**src/rtl/fetch_unit.sv**
```systemverilog
// fetch_unit: instruction-fetch stage of the 5-stage MIPS pipeline.
// Owns the PC, issues reads to a synchronous instruction memory (data one
// cycle after the request) and buffers responses in a 2-entry skid FIFO that
// feeds the IF/ID register through a valid/ready handshake. A redirect
// flushes the FIFO, drops any in-flight response and restarts fetch.
//
// Ports:
//   clk, rst_n        clock, asynchronous active-low reset
//   imem_req/addr     instruction memory read request and address (out)
//   imem_rdata        instruction memory read data (in)
//   redirect/_pc      branch/jump restart request and target (in)
//   out_valid/ready   IF/ID handshake
//   out_pc_4          head instruction address + 4
//   out_instruction   head instruction word
//
// Build option: define FETCH_BYPASS_EN to forward a response straight to
// out_* when the FIFO is empty (1-cycle fetch latency instead of 2).
module fetch_unit #(
   parameter int unsigned          PC_WIDTH = 12,
   parameter logic [PC_WIDTH-1:0]  RESET_PC = PC_WIDTH'(0)
) (
   input  logic                clk,
   input  logic                rst_n,
   output logic                imem_req,
   output logic [PC_WIDTH-1:0] imem_addr,
   input  logic [31:0]         imem_rdata,
   input  logic                redirect,
   input  logic [PC_WIDTH-1:0] redirect_pc,
   output logic                out_valid,
   input  logic                out_ready,
   output logic [PC_WIDTH-1:0] out_pc_4,
   output logic [31:0]         out_instruction
);

   localparam int unsigned INSTR_W = 32;
   localparam int unsigned DEPTH   = 2;

   typedef enum logic [1:0] {ST_RESET, ST_RUN, ST_HOLD} state_e;

   state_e                state_q, state_d;
   logic [PC_WIDTH-1:0]   pc_q, pc_d;
   logic [PC_WIDTH-1:0]   req_pc_q, req_pc_d;
   logic                  inflight_q, inflight_d;
   logic                  epoch_q, epoch_d;
   logic                  req_epoch_q, req_epoch_d;
   logic [1:0]            count_q, count_d;
   logic                  wr_ptr_q, wr_ptr_d;
   logic                  rd_ptr_q, rd_ptr_d;
   logic [PC_WIDTH-1:0]   fifo_pc4_q [DEPTH];
   logic [PC_WIDTH-1:0]   fifo_pc4_d [DEPTH];
   logic [INSTR_W-1:0]    fifo_instr_q [DEPTH];
   logic [INSTR_W-1:0]    fifo_instr_d [DEPTH];

   logic                  resp_ok;
   logic [PC_WIDTH-1:0]   resp_pc_4;
   logic                  push;
   logic                  pop;
   logic                  issue;
   logic [2:0]            occ_next;

   // A response is usable only if it belongs to the current epoch and no
   // redirect is flushing the stage this cycle.
   assign resp_ok   = inflight_q & (req_epoch_q == epoch_q) & ~redirect;
   assign resp_pc_4 = req_pc_q + PC_WIDTH'(4);

`ifdef FETCH_BYPASS_EN
   logic bypass;
   assign bypass          = (count_q == 2'd0) & resp_ok;
   assign out_valid       = ~redirect & ((count_q != 2'd0) | bypass);
   assign out_pc_4        = bypass ? resp_pc_4  : fifo_pc4_q[rd_ptr_q];
   assign out_instruction = bypass ? imem_rdata : fifo_instr_q[rd_ptr_q];
   assign pop             = out_valid & out_ready & ~redirect;
   // A bypassed response that is consumed immediately never enters the FIFO.
   assign push            = resp_ok & ~(bypass & pop);
`else
   assign out_valid       = ~redirect & (count_q != 2'd0);
   assign out_pc_4        = fifo_pc4_q[rd_ptr_q];
   assign out_instruction = fifo_instr_q[rd_ptr_q];
   assign pop             = out_valid & out_ready & ~redirect;
   assign push            = resp_ok;
`endif

   // Occupancy after this cycle's pop, counting the in-flight response.
   assign occ_next  = 3'({1'b0, count_q}) + 3'(inflight_q) - 3'(pop);
   assign issue     = (state_q != ST_RESET) & ~redirect & (occ_next < 3'd2);
   assign imem_req  = issue;
   assign imem_addr = pc_q;

   // Next-state logic for PC, request tracking, FIFO and FSM.
   always_comb begin
      state_d      = state_q;
      pc_d         = pc_q;
      req_pc_d     = req_pc_q;
      inflight_d   = inflight_q;
      epoch_d      = epoch_q;
      req_epoch_d  = req_epoch_q;
      count_d      = count_q;
      wr_ptr_d     = wr_ptr_q;
      rd_ptr_d     = rd_ptr_q;
      fifo_pc4_d   = fifo_pc4_q;
      fifo_instr_d = fifo_instr_q;

      if (redirect) begin
         count_d    = 2'd0;
         inflight_d = 1'b0;
         epoch_d    = ~epoch_q;
         pc_d       = redirect_pc;
         wr_ptr_d   = rd_ptr_q;
      end else begin
         inflight_d = issue;
         if (issue) begin
            req_pc_d    = pc_q;
            req_epoch_d = epoch_q;
            pc_d        = pc_q + PC_WIDTH'(4);
         end
         if (push) begin
            fifo_pc4_d[wr_ptr_q]   = resp_pc_4;
            fifo_instr_d[wr_ptr_q] = imem_rdata;
            wr_ptr_d               = ~wr_ptr_q;
         end
         if (pop) begin
            rd_ptr_d = ~rd_ptr_q;
         end
         count_d = count_q + 2'(push) - 2'(pop);
      end

      case (state_q)
         ST_RESET: state_d = ST_RUN;
         ST_RUN:   if (!redirect && occ_next == 3'd2) state_d = ST_HOLD;
         ST_HOLD:  if (pop || redirect) state_d = ST_RUN;
         default:  state_d = ST_RESET;
      endcase
   end

   // State registers.
   always_ff @(posedge clk or negedge rst_n) begin
      if (!rst_n) begin
         state_q     <= ST_RESET;
         pc_q        <= RESET_PC;
         req_pc_q    <= PC_WIDTH'(0);
         inflight_q  <= 1'b0;
         epoch_q     <= 1'b0;
         req_epoch_q <= 1'b0;
         count_q     <= 2'd0;
         wr_ptr_q    <= 1'b0;
         rd_ptr_q    <= 1'b0;
         for (int i = 0; i < DEPTH; i++) begin
            fifo_pc4_q[i]   <= PC_WIDTH'(0);
            fifo_instr_q[i] <= INSTR_W'(0);
         end
      end else begin
         state_q      <= state_d;
         pc_q         <= pc_d;
         req_pc_q     <= req_pc_d;
         inflight_q   <= inflight_d;
         epoch_q      <= epoch_d;
         req_epoch_q  <= req_epoch_d;
         count_q      <= count_d;
         wr_ptr_q     <= wr_ptr_d;
         rd_ptr_q     <= rd_ptr_d;
         fifo_pc4_q   <= fifo_pc4_d;
         fifo_instr_q <= fifo_instr_d;
      end
   end

endmodule

```
**config.mk**
```make
export PLATFORM = sky130hd
export DESIGN_NAME = fetch_unit
export DESIGN_NICKNAME = d
export VERILOG_FILES = /design/src/rtl/fetch_unit.sv
export SDC_FILE = /design/constraint.sdc
export NUM_CORES = 1
export LEC_CHECK = 0
export BUFFER_PORTS_ARGS = -buffer_cell sky130_fd_sc_hd__buf_2
export CAP_MARGIN = 10
export CORE_ASPECT_RATIO = 0.5
export CORE_MARGIN = 1.5
export CORE_UTILIZATION = 50
export DETAILED_ROUTE_END_ITERATION = 8
export PLACE_DENSITY = 0.76
export REMOVE_ABC_BUFFERS = 1
export SYNTH_ARGS = -nofsm -noshare
export SYNTH_HDL_FRONTEND = slang
export SYNTH_SLANG_ARGS = --single-unit
```
**constraint.sdc**
```tcl
create_clock -name clk -period 3.7 [get_ports clk]
set_input_delay 0.74 -clock clk [delete_from_list [all_inputs] [get_ports clk]]
set_output_delay 0.74 -clock clk [all_outputs]
set_load 0.01 [all_outputs]
```
Yosys cells after proc, flatten, opt, wreduce, memory -nomap -nowiden
Index checks and enable logic that the tools add are counted.
{"block": "word_totals", "output_inout_bits": 58, "input_bits": 48, "register_bits": 121}
{"block": "op_classes", "n_mux": 21, "reduce_logical": 13, "n_addsub": 6, "order_cmp": 4, "eq_ne": 6, "bitwise_logic": 13}
{"op": "32-bit two-way mux", "count": 4}
{"op": "12-bit two-way mux", "count": 6}
{"op": "64-bit bitwise mux", "count": 1}
{"op": "32-bit demux with 1-bit select", "count": 1}
{"op": "12-bit by 3-bit adder with 12-bit output, second input constant", "count": 2}
{"op": "24-bit bitwise mux", "count": 1}
{"op": "12-bit demux with 1-bit select", "count": 1}
{"op": "2-bit AND reduction", "count": 4}
{"op": "2-bit nonzero test", "count": 4}
{"op": "1-bit bitwise AND", "count": 7}
{"op": "2-bit two-way mux", "count": 3}
{"op": "2-bit one-hot mux with 3 select lines", "count": 1}
{"op": "2-bit greater-or-equal comparator, second input constant", "count": 2}
{"op": "2-bit inequality test, second input constant", "count": 2}
{"op": "1-bit NOT", "count": 4}
{"op": "1-bit NOT with 2-bit output", "count": 2}
{"op": "2-bit by 1-bit adder with 3-bit output", "count": 1}
{"op": "3-bit by 2-bit == test with 1-bit output, second input constant", "count": 1}
{"op": "3-bit by 2-bit < comparator with 1-bit output, second input constant", "count": 1}
{"op": "1-bit two-way mux", "count": 3}
{"op": "3-bit by 1-bit subtractor with 3-bit output", "count": 1}
{"op": "2-bit by 1-bit adder with 2-bit output", "count": 1}
{"op": "2-bit by 1-bit == test with 1-bit output, second input constant", "count": 1}
{"op": "2-bit == test, second input constant", "count": 1}
{"op": "other kinds (7)", "count": 8}

Logic depth before layout (Yosys ltp)
Gate-level depths: netlist of the first run.
{"block": "logic_depth", "depth_word": 9, "depth_mapped": 13}

Least setup slack after synthesis of the first run
No wires, ideal clock.
{"block": "synth_timing", "path_kind": "input port to output port", "start": "in redirect", "end": "out imem_req", "path_slack_ns": -0.012, "cell_stages": 11, "t_arrival_ns": 2.972, "n_path_buf": 2, "cell_sequence": "o21ba_2 > nand2_1 > or2_2 > nand2_1 > ha_1 > fa_1 > o21bai_1 > or3_1 > buf_2 > inv_2 > buf_4"}
{"block": "synth_between", "elab_chain_cells": 7}
{"element": "start, declared", "line_no": "27", "rtl": "input logic redirect,"}
{"element": "1-bit NOT (no line) *"}
{"element": "1-bit bitwise AND", "line_no": "76", "rtl": "assign out_valid = ~redirect & (count_q != 2'd0);"}
{"element": "1-bit bitwise AND (2 in series)", "line_no": "79", "rtl": "assign pop = out_valid & out_ready & ~redirect;"}
{"element": "3-bit by 1-bit subtractor with 3-bit output", "line_no": "84", "rtl": "assign occ_next = 3'({1'b0, count_q}) + 3'(inflight_q) - 3'(pop);"}
{"element": "3-bit by 2-bit < comparator with 1-bit output", "line_no": "85", "rtl": "assign issue = (state_q != ST_RESET) & ~redirect & (occ_next < 3'd2);"}
{"element": "1-bit bitwise AND *", "line_no": "85"}
{"element": "end, declared", "line_no": "24", "rtl": "output logic imem_req,"}
Every way passes the cells marked *; elsewhere a longest branch is shown, timed or not.

Worst setup path after layout of the first run
Ends and elaborated chain as after synthesis.

==> results of run 1 <==
## cell usage after synthesis (all sizes together)
| master | number | area [um^2] |
|---|---|---|
| nor2 | 4 | 15.0 |
| inv | 7 | 26.3 |
| or4b | 1 | 10.0 |
| fa | 1 | 20.0 |
| a21o | 1 | 7.51 |
| nor3 | 1 | 5.00 |
| o21ai | 26 | 130 |
| xor2 | 10 | 87.6 |
| dfrtp | 121 | 3030 |
| a22oi | 1 | 7.51 |
| mux2 | 116 | 1310 |
| o311ai | 12 | 105 |
| nand2b | 2 | 12.5 |
| nor2b | 1 | 6.26 |
| xnor2 | 6 | 52.6 |
| or3 | 1 | 6.26 |
| nand3 | 12 | 60.1 |
| nand2 | 68 | 255 |
| buf | 10 | 57.6 |
| nor4 | 1 | 6.26 |
| o21ba | 1 | 10.0 |
| ha | 4 | 50.1 |
| clkbuf | 11 | 41.3 |
| o21bai | 1 | 7.51 |
| o22ai | 1 | 6.26 |
| and3 | 4 | 25.0 |
| and4 | 2 | 17.5 |
| nand4 | 2 | 12.5 |
| a2111oi | 1 | 15.0 |
| or2 | 3 | 18.8 |
| a21boi | 1 | 7.51 |
| nor3b | 1 | 7.51 |
| a221o | 2 | 20.0 |
## cell families after synthesis
logic type      share of synthesized area
fa+ha+maj                          0.0129
buf+inv                            0.0230
mux                                 0.240
xor+xnor                           0.0257
compound gates                     0.0581
flops                               0.556
simple gates                       0.0841
## flip-flops by register name (all words and copies together) (netlist names), 2 cells and up
| register | count |
|---|---|
| fifo_pc4_q | 24 |
| state_q | 2 |
| req_pc_q | 12 |
| fifo_instr_q | 64 |
| count_q | 2 |
| imem_addr | 12 |
## worst paths after layout
path / start / to / slack [ps] / cells after the start
max: redirect / imem_req / 180 / 11
min: rst_n / req_pc_q[3] / 420 / 1
max reg2reg: count_q[1] / imem_addr[11] / 810 / 11
min reg2reg: fifo_pc4_q[9] / fifo_pc4_q[9] / 470 / 2
max in group asynchronous: rst_n / fifo_instr_q[44] / 2490 / 2
min in group clk: fifo_pc4_q[9] / fifo_pc4_q[9] / 470 / 2
## metrics by stage
stage / std cells / utilization
floorplan: 415 / -
global placement: 672 / 0.591
detailed placement: 672 / 0.591
CTS: 703 / 0.650
global route: 703 / 0.650
finish: 703 / 0.650
## power breakdown
group	internal, W	total [W]	switching (W)
Combinational	0.00124	0.00238	0.00113
Sequential	0.00193	0.00233	0.000394
Clock	0.00112	0.00166	0.000545
## routing by layer
layer  wire length [um]  vias up
li1                   -     1783
met1               4800     1833
met2               5430       79
met3                540       11
met4                100        0
met5                  0        -
## cell type report
| cell class | count | area, um^2 |
|---|---|---|
| clock buffer | 22 | 484 |
| clock inverter | 9 | 120 |
| multi-input combinational | 287 | 2300 |
| sequential | 121 | 3030 |
| fill | 835 | 3650 |
| timing repair buffer | 117 | 631 |
| inverter | 7 | 26.3 |
| tap | 140 | 175 |
==> run summary, run 1 <==
hold_ws -> 416 ps
GR Util met1 -> 0.250
Critical Path Source Type -> input port
maximum VDD drop -> 0.369 mV
share of cells above drive strength 1 -> 0.483
sequential area share after synthesis -> 0.556
first-pass GRT wire length -> 18.3 mm
Tightest Pin Transition -> 766 ps
H-tree Lvls -> 4
commonest non-fill, non-tap cell in the layout -> dfrtp_1
number of global-route vias before repair -> 3905
Worst Skew -> 5.77 ps
Total GRT Usage -> 0.201
worst-skew pair later-pin latency -> 400 ps
CTS tree -> yes
RSZ-0062 raised after global routing -> no
Synth Instances -> 436
crit share post-route -> 0.953
worst path cell trace -> buf_2 > o21ba_2 > nand2_1 > or2_2 > nand2_1 > ha_1 > fa_1 > o21bai_1 > or3_1 > inv_2 > buf_2
Cell Area, Synth -> 0.00544 mm^2
Relative slew margins -> 0.489
initial antenna violation count -> 0
Layout area overhead -> 24.2%
DR pass1 iterations -> 4
crit path DAT -> 2780 ps
post-synthesis average cell area -> 12.5 um^2
die area -> 0.0116 mm^2
design area -> 0.00676 mm^2
standard-cell row count -> 26
most frequent cells in the layout -> dfrtp_1, mux2_2, buf_2
Worst-path clk slew -> 50 ps
CTS root buf -> clkbuf_16
Setup Slack @ Placement -> 161 ps
HPWL Detailed -> 7.36 mm
Final setup violation count -> 0
Crit path required time -> 2960 ps
Top Usage Layer GRT -> met2
crit-path leading delay family -> simple AND/OR/NAND/NOR gates
nets@finish -> 604
CTS sink count -> 121
Lkg Pwr -> 3.25 nW
setup TNS -> 0 ps
Design Power -> 0.00637 W
Die Ht -> 76.8 um
Starting Density -> 0.523
met2 GRT Util -> 0.344
crit path kind -> input port to primary output
Iter 0 DRT Violations -> 151
WP buf/inv -> 3
WL/cell -> 15.5 um
post-CTS setup buffer count -> 0
drt total wl -> 10.9 mm
gpl congestion -> 0.813
total gr overflow -> 0
Residual DRC -> 0
GR Layer Usage met3 -> 0.0524
HP Class -> input port to asynchronous set/reset pin
CORE AREA -> 0.0104 mm^2
Worst Path Max Fanout -> 2
Synth cell types -> 38
number of synthesis warnings -> 0
clk buf depth -> 2
diode count -> 0
Ports -> 106
total CTS buffers -> 17
power density cells -> 942 mW/mm^2
antenna-violating nets left -> 0
fmax -> 0.284 GHz
vias after detailed routing -> 3706
number of hold violations in the final report -> 0
Tmin final -> 3520 ps
setup ws final -> 176 ps
DP Area -> 0.00616 mm^2
largest net degree at the start of global routing -> 63
post-CTS resize count -> 0
status -> finished clean
IO Port Bufs -> 105
Final Slew Violations -> 0
die extent in x -> 151 um
max-cap violations -> 0
CP max stage delay -> 420 ps
cts hold-fix bufs -> 0
slowest CP cell -> fa_1
post-synthesis register bit count -> 121
vias per cell -> 5.27
CP endpoint kind -> primary output
Note: power is estimated with default switching activity, not from simulation.
==> run 2: changes to the inputs <==
--- a/config.mk
+++ b/config.mk
@@ -7,11 +7,13 @@
 export LEC_CHECK = 0
 export BUFFER_PORTS_ARGS = -buffer_cell sky130_fd_sc_hd__buf_2
 export CAP_MARGIN = 10
+export CELL_PAD_IN_SITES_DETAIL_PLACEMENT = 0
+export CELL_PAD_IN_SITES_GLOBAL_PLACEMENT = 1
 export CORE_ASPECT_RATIO = 0.5
 export CORE_MARGIN = 1.5
-export CORE_UTILIZATION = 50
+export CORE_UTILIZATION = 40
 export DETAILED_ROUTE_END_ITERATION = 8
-export PLACE_DENSITY = 0.76
+export PLACE_DENSITY_LB_ADDON = 0.1
 export REMOVE_ABC_BUFFERS = 1
 export SYNTH_ARGS = -nofsm -noshare
 export SYNTH_HDL_FRONTEND = slang
==> run summary, run 2 (synthesis gave the netlist of run 1 again) <==
share of cells above drive strength 1 -> 0.485 (+0.00178)
Worst Path Max Fanout -> 2 (unchanged)
die extent in x -> 168 um (+12%)
Final Slew Violations -> 0 (unchanged)
number of hold violations in the final report -> 0 (unchanged)
power share of the combinational group -> 0.368 (-0.005)
standard-cell row count -> 29 (+12%)
HPWL Detailed -> 7.11 mm (-3.5%)
most frequent cells in the layout -> dfrtp_1, mux2_2, buf_2
CP endpoint kind -> primary output
setup TNS -> 0 ps (unchanged)
CTS tree -> yes
Layout area overhead -> 25.2%
fmax -> 0.283 GHz (-0.41%)
number of global-route vias before repair -> 3691 (-5.5%)
Lkg Pwr -> 3.23 nW (-0.79%)
crit path DAT -> 2800 ps (+20 ps)
crit path kind -> input port to primary output
setup ws final -> 161 ps (-14.7 ps)
Relative slew margins -> 0.400 (-0.0894)
cts hold-fix bufs -> 0 (unchanged)
fillcell total -> 1185 (+42%)
Die Ht -> 85.5 um (+11%)
Total GRT Usage -> 0.166 (-0.0353)
gpl congestion -> 0.703 (-14%)
Net Sw Frac -> 0.332 (+0.00626)
drt total wl -> 11.0 mm (+0.74%)
DR pass1 iterations -> 4 (unchanged)
clk buf depth -> 2 (unchanged)
status -> finished clean
largest net degree at the start of global routing -> 69 (+9.5%)
Critical Path Source Type -> input port
Crit path required time -> 2960 ps (about the same)
Biggest register -> fifo_instr_q
HP Class -> input port to asynchronous set/reset pin
Tightest Pin Transition -> 900 ps (+134 ps)
max reg flops -> 64 (unchanged)
Ports -> 106 (unchanged)
Iter 0 DRT Violations -> 160 (+6.0%)
Starting Density -> 0.420 (-0.103)
P_int -> 0.00424 W (-1.2%)
initial antenna violation count -> 1 (+1)
Final setup violation count -> 0 (unchanged)
RSZ-0062 raised after global routing -> no
power density cells -> 931 mW/mm^2 (-1.1%)
Tmin final -> 3540 ps (+14.7 ps)
H-tree Lvls -> 4 (unchanged)
Worst-path clk slew -> 60 ps (about the same)
nets@finish -> 603 (-0.17%)
vias after detailed routing -> 3678 (-0.76%)
Setup Slack @ Placement -> 146 ps (-15.2 ps)
max-cap violations -> 0 (unchanged)
CTS sink count -> 121 (unchanged)
antenna-violating nets left -> 0 (unchanged)
CORE AREA -> 0.0130 mm^2 (+24%)
Residual DRC -> 0 (unchanged)
total CTS buffers -> 17 (unchanged)
Worst Skew -> 7.38 ps (+1.60 ps)
die area -> 0.0144 mm^2 (+24%)
hold_ws -> 446 ps (+29.5 ps)
crit share post-route -> 0.957 (+0.00397)
IO Port Bufs -> 105 (unchanged)
Clock power frac -> 0.263 (+0.002)
WL/cell -> 14.9 um (-3.4%)
diode count -> 0 (unchanged)
total gr overflow -> 0 (unchanged)
maximum VDD drop -> 0.402 mV (+8.9%)
CTS root buf -> clkbuf_16
vias per cell -> 5.02 (-4.8%)
Seq pwr share -> 0.369 (+0.004)
commonest non-fill, non-tap cell in the layout -> dfrtp_1
Largest regs -> fifo_instr_q: 64 flops, fifo_pc4_q: 24 flops
NetSw -> 0.00211 W (+1.6%)
first-pass GRT wire length -> 18.6 mm (+1.8%)
worst-skew pair later-pin latency -> 400 ps (about the same)
-- run 2: power by group through the flow --
stage / registers, W / logic, W / clock network [W]
6_report: 0.00234 / 0.00234 / 0.00167
5_1_grt: 0.00244 / 0.00259 / 0.00179
4_1_cts: 0.00236 / 0.00238 / 0.00171
3_5_place_dp: 0.00237 / 0.00237 / 0
3_3_place_gp: 0.00235 / 0.00234 / 0
2_1_floorplan: 0.00228 / 0.00159 / 0
-- run 2: final cells by class --
type / instances / area, um^2 / area share
Multi-Input combinational cell: 287 / 2300 / 0.337
Clock inverter: 14 / 175 / 0.0257
Inverter: 7 / 26.3 / 0.00385
Sequential cell: 121 / 3030 / 0.444
Clock buffer: 18 / 429 / 0.0629
Tap cell: 170 / 213 / 0.0312
Timing Repair Buffer: 116 / 648 / 0.0951
-- run 2: worst max-delay path: stages --
cell      delay, ps
buf_2           100
o21ba_2         220
nand2_1          60
or2_2           300
nand2_1          70
ha_1            150
fa_1            420
o21bai_1        180
or3_1           360
inv_2            70
buf_2           120
-- run 2: repair_timing --
action,CTS,global route
resized for setup,0,1
setup buffers,0,0
endpoints found under the setup margin,0,1
-- run 2: metal layers --
layer / global-route usage / part of all wire
met4: 0.0467 / 0.0047
met2: 0.259 / 0.45
met1: 0.228 / 0.50
met3: 0.0480 / 0.040
met5: 0 / 0.0011
-- run 2: metrics by stage --
stage | std cells | total power [W] | area [um^2] | util
2_1_floorplan | 415 | 0.00387 | 5350 | -
3_3_place_gp | 701 | 0.00470 | 6210 | 0.480
3_5_place_dp | 701 | 0.00474 | 6210 | 0.480
4_1_cts | 733 | 0.00645 | 6820 | 0.526
5_1_grt | 733 | 0.00682 | 6820 | 0.526
6_report | 733 | 0.00635 | 6820 | 0.526
-- run 2: final timing paths --
| path | start | to | slack (ps) | cells past startpoint |
|---|---|---|---|---|
| max | redirect | imem_req | 160 | 11 |
| max in group asynchronous | rst_n | fifo_instr_q[23] | 2470 | 2 |
| min reg2reg | fifo_pc4_q[10] | fifo_pc4_q[10] | 470 | 2 |
| min in group clk | fifo_pc4_q[10] | fifo_pc4_q[10] | 470 | 2 |
| min | rst_n | imem_addr[3] | 450 | 1 |
| max reg2reg | count_q[1] | imem_addr[11] | 840 | 11 |
